`src/rtl/uart_cmd_pkg.sv`:
```
// rtl/uart_cmd_pkg.sv - shared state encoding, ASCII constants and nibble encode helper
package uart_cmd_pkg;

  typedef enum logic [1:0] {
    IDLE   = 2'b00,
    HEX_HI = 2'b01,
    HEX_LO = 2'b10,
    RESP   = 2'b11
  } state_e;

  localparam logic [7:0] ASCII_CR = 8'h0D;
  localparam logic [7:0] ASCII_LF = 8'h0A;
  localparam logic [7:0] ASCII_SP = 8'h20;
  localparam logic [7:0] ASCII_K  = 8'h4B;
  localparam logic [7:0] ASCII_Q  = 8'h3F;
  localparam logic [7:0] ASCII_S  = 8'h53;
  localparam logic [7:0] ASCII_B  = 8'h42;
  localparam logic [7:0] ASCII_L  = 8'h4C;

  localparam int unsigned REPLY_DEPTH = 4;

  function automatic logic [7:0] nib2asc(input logic [3:0] n);
    return (n < 4'd10) ? (8'h30 + {4'h0, n}) : (8'h37 + {4'h0, n});
  endfunction

endpackage

```
`src/rtl/uart_cmd_parser_hex_ascii.sv`:
```
// rtl/uart_cmd_parser_hex_ascii.sv - byte to two uppercase ASCII hex chars, ASCII hex char to nibble
module hex_ascii
  import uart_cmd_pkg::*;
(
  input  logic [7:0] val_i,
  output logic [7:0] asc_hi_o,
  output logic [7:0] asc_lo_o,
  input  logic [7:0] asc_i,
  output logic [3:0] nib_o,
  output logic       nib_valid_o
);

  assign asc_hi_o = nib2asc(val_i[7:4]);
  assign asc_lo_o = nib2asc(val_i[3:0]);

  // 'A'..'F' and 'a'..'f' share low nibbles 1..6, so +9 maps both to 10..15
  always_comb begin
    nib_o       = 4'h0;
    nib_valid_o = 1'b0;
    if (asc_i >= 8'h30 && asc_i <= 8'h39) begin
      nib_o       = asc_i[3:0];
      nib_valid_o = 1'b1;
    end else if ((asc_i >= 8'h41 && asc_i <= 8'h46) || (asc_i >= 8'h61 && asc_i <= 8'h66)) begin
      nib_o       = asc_i[3:0] + 4'd9;
      nib_valid_o = 1'b1;
    end
  end

endmodule

```
`src/rtl/uart_cmd_parser.sv`:
```
// rtl/uart_cmd_parser.sv - ASCII command parser (S/B/Lxx) with reply stream and inter-byte timeout
// Optional byte echo: define UART_CMD_ECHO_EN.
module uart_cmd_parser
  import uart_cmd_pkg::*;
#(
  parameter int unsigned TIMEOUT_CLKS = 1_000_000
) (
  input  logic       clk,
  input  logic       rst_n,
  input  logic       rx_valid,
  input  logic [7:0] rx_data,
  output logic       tx_valid,
  output logic [7:0] tx_data,
  input  logic       tx_ready,
  input  logic [7:0] sw,
  input  logic [4:0] btn,
  output logic [7:0] led,
  output logic       err
);

  state_e                         state_q, state_d;
  logic [REPLY_DEPTH-1:0][7:0]    buf_q, buf_d;
  logic [2:0]                     len_q, len_d;
  logic [1:0]                     idx_q, idx_d;
  logic [3:0]                     hi_q, hi_d;
  logic [7:0]                     led_q, led_d;
  logic                           err_q, err_d;
  logic [31:0]                    tmo_q, tmo_d;

  logic [7:0] sample, asc_hi, asc_lo;
  logic [3:0] nib;
  logic       nib_valid;
  logic       rx_ok;
  logic       reply_xfer;

  assign sample = (rx_data == ASCII_B) ? {3'b000, btn} : sw;

  hex_ascii u_hex (
    .val_i      (sample),
    .asc_hi_o   (asc_hi),
    .asc_lo_o   (asc_lo),
    .asc_i      (rx_data),
    .nib_o      (nib),
    .nib_valid_o(nib_valid)
  );

`ifdef UART_CMD_ECHO_EN
  logic       echo_full_q, echo_full_d;
  logic [7:0] echo_q, echo_d;

  assign rx_ok      = !echo_full_q;
  assign reply_xfer = (state_q == RESP) && tx_ready && !echo_full_q;
  assign tx_valid   = echo_full_q || (state_q == RESP);
  assign tx_data    = echo_full_q ? echo_q : ((state_q == RESP) ? buf_q[idx_q] : 8'h00);

  always_comb begin
    echo_full_d = echo_full_q;
    echo_d      = echo_q;
    if (echo_full_q && tx_ready) echo_full_d = 1'b0;
    if (rx_valid && rx_ok && state_q != RESP) begin
      echo_full_d = 1'b1;
      echo_d      = rx_data;
    end
  end

  always_ff @(posedge clk or negedge rst_n) begin
    if (!rst_n) begin
      echo_full_q <= 1'b0;
      echo_q      <= 8'h00;
    end else begin
      echo_full_q <= echo_full_d;
      echo_q      <= echo_d;
    end
  end
`else
  assign rx_ok      = 1'b1;
  assign reply_xfer = (state_q == RESP) && tx_ready;
  assign tx_valid   = (state_q == RESP);
  assign tx_data    = (state_q == RESP) ? buf_q[idx_q] : 8'h00;
`endif

  assign led = led_q;
  assign err = err_q;

  always_comb begin
    state_d = state_q;
    buf_d   = buf_q;
    len_d   = len_q;
    idx_d   = idx_q;
    hi_d    = hi_q;
    led_d   = led_q;
    err_d   = 1'b0;
    tmo_d   = 32'd0;
    case (state_q)
      IDLE: begin
        if (rx_valid && !rx_ok) begin
          err_d = 1'b1;
        end else if (rx_valid) begin
          if (rx_data == ASCII_S || rx_data == ASCII_B) begin
            buf_d   = {ASCII_LF, ASCII_CR, asc_lo, asc_hi};
            len_d   = 3'd4;
            idx_d   = 2'd0;
            state_d = RESP;
          end else if (rx_data == ASCII_L) begin
            state_d = HEX_HI;
          end else if (rx_data != ASCII_CR && rx_data != ASCII_LF && rx_data != ASCII_SP) begin
            buf_d   = {8'h00, ASCII_LF, ASCII_CR, ASCII_Q};
            len_d   = 3'd3;
            idx_d   = 2'd0;
            err_d   = 1'b1;
            state_d = RESP;
          end
        end
      end
      HEX_HI, HEX_LO: begin
        tmo_d = tmo_q + 32'd1;
        if (rx_valid && !rx_ok) err_d = 1'b1;
        if (rx_valid && rx_ok) begin
          tmo_d = 32'd0;
          if (!nib_valid) begin
            buf_d   = {8'h00, ASCII_LF, ASCII_CR, ASCII_Q};
            len_d   = 3'd3;
            idx_d   = 2'd0;
            err_d   = 1'b1;
            state_d = RESP;
          end else if (state_q == HEX_HI) begin
            hi_d    = nib;
            state_d = HEX_LO;
          end else begin
            led_d   = {hi_q, nib};
            buf_d   = {8'h00, ASCII_LF, ASCII_CR, ASCII_K};
            len_d   = 3'd3;
            idx_d   = 2'd0;
            state_d = RESP;
          end
        end else if (tmo_q == TIMEOUT_CLKS - 1) begin
          tmo_d   = 32'd0;
          err_d   = 1'b1;
          state_d = IDLE;
        end
      end
      RESP: begin
        if (rx_valid) err_d = 1'b1;
        if (reply_xfer) begin
          if ({1'b0, idx_q} + 3'd1 == len_q) state_d = IDLE;
          else idx_d = idx_q + 2'd1;
        end
      end
      default: state_d = IDLE;
    endcase
  end

  always_ff @(posedge clk or negedge rst_n) begin
    if (!rst_n) begin
      state_q <= IDLE;
      buf_q   <= '0;
      len_q   <= 3'd0;
      idx_q   <= 2'd0;
      hi_q    <= 4'h0;
      led_q   <= 8'h00;
      err_q   <= 1'b0;
      tmo_q   <= 32'd0;
    end else begin
      state_q <= state_d;
      buf_q   <= buf_d;
      len_q   <= len_d;
      idx_q   <= idx_d;
      hi_q    <= hi_d;
      led_q   <= led_d;
      err_q   <= err_d;
      tmo_q   <= tmo_d;
    end
  end

endmodule
```
`config.mk`:
```
export PLATFORM = sky130hd
export DESIGN_NAME = uart_cmd_parser
export DESIGN_NICKNAME = d
export VERILOG_FILES = /design/src/rtl/uart_cmd_pkg.sv /design/src/rtl/uart_cmd_parser_hex_ascii.sv /design/src/rtl/uart_cmd_parser.sv
export SDC_FILE = /design/constraint.sdc
export NUM_CORES = 1
export LEC_CHECK = 0
export ABC_AREA = 1
export CORE_MARGIN = 4
export CORE_UTILIZATION = 52
export CTS_CLUSTER_DIAMETER = 120
export DETAILED_ROUTE_END_ITERATION = 12
export PLACE_DENSITY = 0.89
export SYNTH_ARGS = -nofsm -noshare
export SYNTH_HDL_FRONTEND = slang
export SYNTH_SLANG_ARGS = --single-unit
export TNS_END_PERCENT = 1
```
`constraint.sdc`:
```
create_clock -name clk -period 2.18 [get_ports clk]
set_clock_uncertainty 0.2 [all_clocks]
set_input_delay 0.436 -clock clk [delete_from_list [all_inputs] [get_ports clk]]
set_output_delay 0.436 -clock clk [all_outputs]
set_load 0.005 [all_outputs]
```
==> flow_summary.toml, run 1 <==
[status]
status = "complete, but fails checks"
violations = "setup timing"

[synthesis]
yosysWarnings = 0
yosys-top-cells-area = "dfrtp_1, nand2_1, nor2_1"
synth_most_common_cell = "nand2_1"
avgSynthCellArea_um2 = 7.03
yosysUniqueCellTypes = 39
synth_async_sr_flop_share = 1.00
yosys.area.top_type_share = 0.377
ys.flop_type = "dfrtp_1"
synth_edf_count = 0
synthCells = 622
ys_seq_area_frac = 0.377
synthTopCellsByCount = "nand2_1, nor2_1, inv_1"
ys_ff_latch = 66
synthesis.area_um2 = 4380
yosys.area.top_type = "dfrtp_1"
syn_nets = 660

[cells_and_area]
multi_input_area_um2 = 2510
layout.cells.non_filler = 831
antenna_cells = 0
nNetsFinal = 759
drive_above_1_share = 0.213
final_core_util = 0.691
area_growth_syn_to_layout_pct = 29.9
regArea_um2 = 1650
fillCellCount = 628

[floorplanning]
ioPinCount = 43
die_area_um2 = 9950
core-area_um2 = 8220
start_util = 0.533
die_w_um = 99.7
die_y_um = 99.7
rows = 33

[placement]
place_inst = 811
gp_congestion = 0.985
dpl_worst_slack_ps = -663
io_buffers = 41
dp_hpwl_um = 8980

[critical_path]
crit_chain = "ha_4 -> inv_2 -> or2_4 -> o31ai_4 -> buf_2"
critPathMaxStageDelay_ps = 400
cp-end-kind = "output pin"
crit_buf_inv = 2
cp.required_ps = 1540
critPathMaxFanout = 7
crit_family = "flip-flops"
critPathLaunchType = "flip-flop"
crit_slowest_cell = "dfrtp_1"
arrival_ps = 1640
path_class = "reg2out"

[detailed_routing]
wl_per_cell_um = 15.0
ant_nets = 0
route.met3.wl_um = 737
via_per_inst = 5.49
drt_iter0_markers = 357
drc = 0
wl_met2_um = 6230
m1WireLength_um = 4950
top_layer_used = "met4"
vias = 4559
dr.pass1.iters = 5
drt_wl_total_um = 12400

[clock_network]
clk_latency_ps = 350
htreeDepth = 3
cts.reportedPaths.clkPinSlew_ps = 70
root_buffer = "clkbuf_8"
numCtsBuffers = 9
clock-sinks = 66
cts_tree = "built"
clock_path_buffers = 2

[timing]
slew_viol_final = 0
tns_ps = -300
hold_viol_final = 0
period_share = 1.04
fin_ws_ps = -94.3
setup_viol = 5
min_period_ps = 2270
rsz0062_at_grt = "yes"
clock.fmax_ghz = 0.440

[power]
p_sw_frac = 0.386
powerDensity_nw_per_um2 = 864
pwr-share-seq = 0.328
comb_power_share = 0.437
p_switching_mw = 1.89
pwr-share-clk = 0.235
leakagePower_nw = 2.64
p_int_mw = 3.01
vdd_drop_max_mv = 0.418
total_power_mw = 4.91

[global_route]
grt_pass1_wl_um = 19900
grt_pass1_vias = 4455
grt.overflow.total = 0
grt_max_degree = 67
grt.total_usage = 0.248
antenna_found_initial = 0

[hold_path]
hold_class = "reg2reg"

[job]
maxCapViolCount = 0
[stage by stage]
stage	hold WS, ps	cell area, µm²
after floorplan	-59.6	4380
after global placement	238	5280
after detailed placement	239	5280
after CTS	258	5570
after global routing	266	5680
final	255	5680
[cells by family after synthesis]
| kind of cell | count (synthesis) | share of synthesized area |
|---|---|---|
| and+or+nand+nor | 357 | 0.356 |
| adders and majority gates | 13 | 0.0372 |
| DFF | 66 | 0.377 |
| other | 1 | 0.000857 |
| xor gates and xnor gates | 19 | 0.0380 |
| buffers and inverters | 96 | 0.0901 |
| AOI/OAI and AO/OA | 70 | 0.100 |
[metal layers]
layer / up-vias / global-route usage
li1: 2192 / -
met1: 2137 / 0.284
met2: 186 / 0.433
met3: 44 / 0.0540
met4: 0 / 0.125
met5: - / 0
[tightest hold or removal path, cell delays in order (launching register included)]
cell	delay, ps
dfrtp_1	330
inv_1	50
nand2_1	50
[power groups by stage]
| stage | clock (mW) | combinational (mW) | sequential, mW |
|---|---|---|---|
| after floorplan | 0 | 1.13 | 1.60 |
| after global placement | 0 | 1.86 | 1.60 |
| after detailed placement | 0 | 1.93 | 1.61 |
| after CTS | 1.17 | 1.97 | 1.59 |
| after global routing | 1.22 | 2.36 | 1.63 |
| final | 1.16 | 2.14 | 1.61 |
[worst paths after layout]
kind	depth (start not counted)	start	end	slack [ps]
max	5	state_q[1]$_DFFE_PN0P_	tx_data[3]	-90
min	2	buf_q[19]$_DFFE_PN0P_	buf_q[19]$_DFFE_PN0P_	260
max reg2reg	12	state_q[0]$_DFFE_PN0P_	idx_q[0]$_DFFE_PN0P_	30
min reg2reg	2	buf_q[19]$_DFFE_PN0P_	buf_q[19]$_DFFE_PN0P_	260
max in group asynchronous	3	rst_n	buf_q[18]$_DFFE_PN0P_	1050
min in group asynchronous	3	rst_n	tmo_q[11]$_DFF_PN0_	440
[registers in the layout, indices dropped and copies added (netlist names)]
| name | cells |
|---|---|
| tmo_q | 32 |
| buf_q | 16 |
| led | 8 |
| hi_q | 4 |
| idx_q | 2 |
| state_q | 2 |
| err | 1 |
| len_q | 1 |
[area by class of cell]
class,instances,area share
repair buffers,101,0.151
inverters,83,0.0548
well taps,105,0.0231
clock buffers,11,0.0249
flip-flops and latches,66,0.291
multi-input cells,460,0.442
clock inverters,5,0.0137
[layout by cell type (no fill, tap or decap), drive strengths merged, types with 2 or more instances in the layout]
master,n
clkdlybuf4s50,25
clkinv,3
bufinv,2
o21ai,38
nor3,34
clkbuf,11
dfrtp,66
or2,3
nor2,92
o31ai,4
ha,13
nor4,4
o211ai,3
a21oi,21
nand3,31
inv,82
dlymetal6s2s,4
xnor2,3
nand3b,2
nand4,19
buf,67
nand2,171
dlygate4sd2,4
xor2,16
[timing repair]
item,4_1_cts,5_1_grt
pin swaps,3,9
setup endpoints to repair,34,44
hold endpoints to repair,66,0
setup buffers,2,1
gates resized for setup,48,42
hold buffers,1,0
(Power assumes the default switching activity.)
==> run 2, diff against run 1 <==
--- a/config.mk
+++ b/config.mk
@@ -6,6 +6,7 @@
 export NUM_CORES = 1
 export LEC_CHECK = 0
 export ABC_AREA = 1
+export ABC_CLOCK_PERIOD_IN_PS = 2180
 export CORE_MARGIN = 4
 export CORE_UTILIZATION = 52
 export CTS_CLUSTER_DIAMETER = 120
@@ -14,4 +15,4 @@
 export SYNTH_ARGS = -nofsm -noshare
 export SYNTH_HDL_FRONTEND = slang
 export SYNTH_SLANG_ARGS = --single-unit
-export TNS_END_PERCENT = 1
+export TNS_END_PERCENT = 20
==> flow_summary.toml, run 2 (synthesis results as in run 1) <==
[status]
status = "complete, but fails checks"
violations = "setup timing"

[critical_path]
cp-end-kind = "output pin"
critPathMaxFanout = 7
critPathLaunchType = "flip-flop"
path_class = "reg2out"
crit_slowest_cell = "dfrtp_1"
crit_chain = "ha_4 -> inv_2 -> or2_4 -> buf_6 -> nor3_4 -> buf_2"
arrival_ps = 1600
reg2reg_depth = 11
r2r_start = "state_q[0]$_DFFE_PN0P_"
regToRegSetupSlack_ps = 80
cp.required_ps = 1540
reg2reg_to = "idx_q[0]$_DFFE_PN0P_"
cp-endpoint = "tx_data[6]"
critPathMaxStageDelay_ps = 400
cp-startpoint = "state_q[1]$_DFFE_PN0P_"

[timing]
tns_ps = -114
hold_viol_final = 0
min_period_ps = 2230
setup_viol = 4
fin_ws_ps = -53.4
hold_ws_ps = 255
clock.fmax_ghz = 0.448
rsz0062_at_grt = "yes"
period_share = 1.02
slew_viol_final = 0

[floorplanning]
die_area_um2 = 9950
die_w_um = 99.7
die_y_um = 99.7
rows = 33
core-area_um2 = 8220
ioPinCount = 43
start_util = 0.533

[clock_network]
cts.reportedPaths.clkPinSlew_ps = 70
clock_path_buffers = 2
numCtsBuffers = 9
cts_tree = "built"
htreeDepth = 3
clock-sinks = 66
clk_latency_ps = 350
root_buffer = "clkbuf_8"

[global_route]
grt.overflow.total = 0
grt_pass1_wl_um = 20000
grt_max_degree = 67
antenna_found_initial = 0
grt_pass1_vias = 4450
grt.total_usage = 0.249

[power]
comb_power_share = 0.434
pwr-share-clk = 0.237
pwr-share-seq = 0.329
vdd_drop_max_mv = 0.411
p_sw_frac = 0.384
leakagePower_nw = 2.68
total_power_mw = 4.90
p_int_mw = 3.02
p_switching_mw = 1.88
powerDensity_nw_per_um2 = 856

[cells_and_area]
largest_reg_flops = 32
mostFrequentLayoutCells = "nand2_1, nor2_1, inv_1"
final_common_cell = "nand2_1"
area_growth_syn_to_layout_pct = 30.8
largest-register = "tmo_q"
antenna_cells = 0
nNetsFinal = 763
layout.cells.non_filler = 835
drive_above_1_share = 0.214

[detailed_routing]
wl_met2_um = 6230
drt_wl_total_um = 12500
m1WireLength_um = 4910
via_per_inst = 5.52
ant_nets = 0
route.met3.wl_um = 772
drc = 0
drt_iter0_markers = 314
wl_per_cell_um = 15.0
dr.pass1.iters = 5
vias = 4609
top_layer_used = "met4"

[hold_path]
hold_class = "reg2reg"

[placement]
place_inst = 811
gp_congestion = 0.985
io_buffers = 41
dp_hpwl_um = 8980
dpl_worst_slack_ps = -663

[job]
maxCapViolCount = 0
-- run 2: cell types whose count changed in the layout (fill, tap and decap cells not counted), moves of 2 or more --
cell            change
buf_6               +2
dlymetal6s2s_1      +2
nor2_1              +2
buf_4               +2
nor2_2              -2
inv_1               +2
inv_2               -2
-- run 2: how the worst min path moves through the flow --
stage / start / end / cells past startpoint
global route: buf_q[19]$_DFFE_PN0P_ / buf_q[19]$_DFFE_PN0P_ / 2
finish: buf_q[19]$_DFFE_PN0P_ / buf_q[19]$_DFFE_PN0P_ / 2
detailed placement: buf_q[19]$_DFFE_PN0P_ / buf_q[19]$_DFFE_PN0P_ / 2
floorplan: rst_n / buf_q[0]$_DFFE_PN0P_ / 0
CTS: buf_q[19]$_DFFE_PN0P_ / buf_q[19]$_DFFE_PN0P_ / 2
global placement: buf_q[19]$_DFFE_PN0P_ / buf_q[19]$_DFFE_PN0P_ / 2
-- run 2: metrics by stage --
stage                     instance area, µm²   util
final                                   5720  0.696
after global routing                    5720  0.696
after CTS                               5570  0.678
after detailed placement                5280  0.642
after global placement                  5280  0.642
after floorplan                         4380      -
-- run 2: area by class of cell --
| cell class | instances | area, µm² |
|---|---|---|
| clock buffer | 11 | 141 |
| clock inverter | 5 | 77.6 |
| fill | 611 | 2490 |
| inverter | 83 | 315 |
| multi-input combinational | 460 | 2500 |
| sequential | 66 | 1650 |
| tap | 105 | 131 |
| timing repair buffer | 105 | 901 |
-- run 2: worst max-delay path, delay by kind of cell, from the launching register on --
family | cells | cell delay, ps
simple gates | 2 | 380
flops | 1 | 400
buf+inv | 3 | 300
fa+ha+maj | 1 | 170
-- run 2: repair_timing --
| item | in CTS | in global routing |
|---|---|---|
| gates resized for setup | 51 | 38 |
| pin swaps | 4 | 9 |
| endpoints found under the hold margin | 66 | 0 |
| setup buffers | 3 | 4 |
| setup endpoints to repair | 34 | 44 |
| gates cloned | 0 | 0 |
| hold buffers | 1 | 0 |
-- run 2: power by group through the flow --
| stage | clock network, mW | logic [mW] | registers [mW] |
|---|---|---|---|
| 2_1_floorplan | 0 | 1.13 | 1.60 |
| 3_3_place_gp | 0 | 1.86 | 1.60 |
| 3_5_place_dp | 0 | 1.93 | 1.61 |
| 4_1_cts | 1.17 | 1.99 | 1.59 |
| 5_1_grt | 1.23 | 2.35 | 1.63 |
| 6_report | 1.16 | 2.13 | 1.61 |
-- run 2: metal layers --
layer | GRT usage | up-vias
met5 | 0 | -
li1 | - | 2206
met4 | 0.122 | 0
met2 | 0.432 | 199
met3 | 0.0582 | 62
met1 | 0.287 | 2142
==> run 3, diff against run 2 <==
--- a/config.mk
+++ b/config.mk
@@ -7,9 +7,8 @@
 export LEC_CHECK = 0
 export ABC_AREA = 1
 export ABC_CLOCK_PERIOD_IN_PS = 2180
-export CORE_MARGIN = 4
 export CORE_UTILIZATION = 52
-export CTS_CLUSTER_DIAMETER = 120
+export CTS_CLUSTER_DIAMETER = 150
 export DETAILED_ROUTE_END_ITERATION = 12
 export PLACE_DENSITY = 0.89
 export SYNTH_ARGS = -nofsm -noshare
==> flow_summary.toml, run 3 (synthesis results as in run 1) <==
[status]
status = "complete, but fails checks"
violations = "setup timing"

[timing]
slew_viol_final = 0
clock.fmax_ghz = 0.431
hold_viol_final = 0
min_period_ps = 2320
fin_ws_ps = -140
period_share = 1.06
rsz0062_at_grt = "yes"
setup_viol = 9
hold_ws_ps = 281

[clock_network]
clock-sinks = 66
htreeDepth = 3
clock_path_buffers = 2
cts.reportedPaths.clkPinSlew_ps = 80
numCtsBuffers = 9
clk_latency_ps = 360
cts_tree = "built"
root_buffer = "clkbuf_8"

[critical_path]
cp.required_ps = 1540
regToRegSetupSlack_ps = 0
cp-startpoint = "state_q[1]$_DFFE_PN0P_"
reg2reg_depth = 11
cp-end-kind = "output pin"
crit_slowest_cell = "dfrtp_1"
crit_family = "flip-flops"
critPathMaxFanout = 5
crit_chain = "ha_2 -> inv_2 -> or2_4 -> o31ai_4 -> buf_2"
critPathLaunchType = "flip-flop"
crit_buf_inv = 2
path_class = "reg2out"
reg2reg_to = "buf_q[8]$_DFFE_PN0P_"
arrival_ps = 1680
critPathMaxStageDelay_ps = 380
r2r_start = "state_q[1]$_DFFE_PN0P_"

[floorplanning]
ioPinCount = 43
rows = 33
die_y_um = 93.7
core-area_um2 = 8180
start_util = 0.535
die_area_um2 = 8790
die_w_um = 93.7

[cells_and_area]
final_common_cell = "nand2_1"
area_growth_syn_to_layout_pct = 34.1
layout.cells.non_filler = 841
final_core_util = 0.718
nNetsFinal = 769
mostFrequentLayoutCells = "nand2_1, nor2_1, inv_1"
largest-register = "tmo_q"
largest_reg_flops = 32
antenna_cells = 0
drive_above_1_share = 0.228

[power]
powerDensity_nw_per_um2 = 863
vdd_drop_max_mv = 0.546
leakagePower_nw = 2.77
p_int_mw = 3.11
pwr-share-clk = 0.228
comb_power_share = 0.456
pwr-share-seq = 0.317
p_sw_frac = 0.386
p_switching_mw = 1.95

[placement]
gp_congestion = 0.943
io_buffers = 41
dp_hpwl_um = 8880
dpl_worst_slack_ps = -620
place_inst = 817

[detailed_routing]
wl_per_cell_um = 15.1
ant_nets = 0
drt_wl_total_um = 12700
via_per_inst = 5.42
vias = 4557
drt_iter0_markers = 248
dr.pass1.iters = 5
drc = 0

[hold_path]
hold_start = "buf_q[19]$_DFFE_PN0P_"
hold_class = "reg2reg"
hold_path_end = "buf_q[19]$_DFFE_PN0P_"
min_path_cells = 2

[global_route]
grt_max_degree = 67
antenna_found_initial = 1
grt_pass1_vias = 4433
grt.total_usage = 0.284
grt.overflow.total = 0
grt_pass1_wl_um = 19400

[job]
maxCapViolCount = 0
[run 3: cell types whose count changed in the layout (fill, tap and decap cells not counted), moves of 3 or more]
cell / change
dlygate4sd2_1: -3
buf_4: +4
nor2_1: -4
nor2_2: +3
[run 3: worst max path at each step]
| stage | endpoint | slack [ps] | cells after the start |
|---|---|---|---|
| after floorplan | buf_q[2]$_DFFE_PN0P_ | -40 | 12 |
| after CTS | tx_data[4] | -120 | 6 |
| final | tx_data[1] | -140 | 5 |
| after detailed placement | buf_q[2]$_DFFE_PN0P_ | -620 | 13 |
| after global placement | buf_q[2]$_DFFE_PN0P_ | -500 | 13 |
| after global routing | tx_data[1] | -190 | 5 |
[run 3: layout make-up]
type | instances | area [µm²]
Tap cell | 105 | 131
Inverter | 83 | 315
Timing Repair Buffer | 111 | 998
Fill cell | 613 | 2310
Sequential cell | 66 | 1650
Multi-Input combinational cell | 460 | 2550
Clock buffer | 9 | 124
Clock inverter | 7 | 93.8
[run 3: metrics by stage]
step	cell area, µm²	power [mW]	setup TNS, ps
4_1_cts	5670	4.81	-1360
3_3_place_gp	5340	3.45	-13350
6_report	5870	5.06	-760
2_1_floorplan	4380	2.72	-185
5_1_grt	5870	5.34	-1240
3_5_place_dp	5340	3.55	-15990
[run 3: routing by layer]
layer  share of wire  global-route usage  vias up
met2            0.53               0.515      161
met3           0.044              0.0583       45
met1            0.39               0.321     2137
met5         0.00071                   0        -
li1                -                   -     2212
met4           0.038               0.118        2
[run 3: power by group through the flow]
| stage | Sequential (mW) | Combinational [mW] | Clock, mW |
|---|---|---|---|
| 2_1_floorplan | 1.60 | 1.13 | 0 |
| 3_3_place_gp | 1.59 | 1.86 | 0 |
| 3_5_place_dp | 1.61 | 1.94 | 0 |
| 4_1_cts | 1.59 | 2.07 | 1.15 |
| 5_1_grt | 1.62 | 2.51 | 1.21 |
| 6_report | 1.60 | 2.31 | 1.15 |
[run 3: worst register-to-register path, cell delays in order (launching register included)]
cell        delay (ps)
dfrtp_1            380
buf_4              140
clkinvlp_4         130
ha_4               340
inv_2               70
nand2_1             60
nand2_1             70
a21oi_4            160
nand3_4            150
clkbuf_16          210
nand2_1             90
nand2_1             80
[run 3: timing repair]
item / 4_1_cts / 5_1_grt
hold endpoints to repair: 66 / 0
buffers inserted: 2 / 3
setup endpoints to repair: 37 / 59
resized for setup: 58 / 40
pin swaps: 6 / 11
hold buffers: 1 / 0
gates cloned: 0 / 2
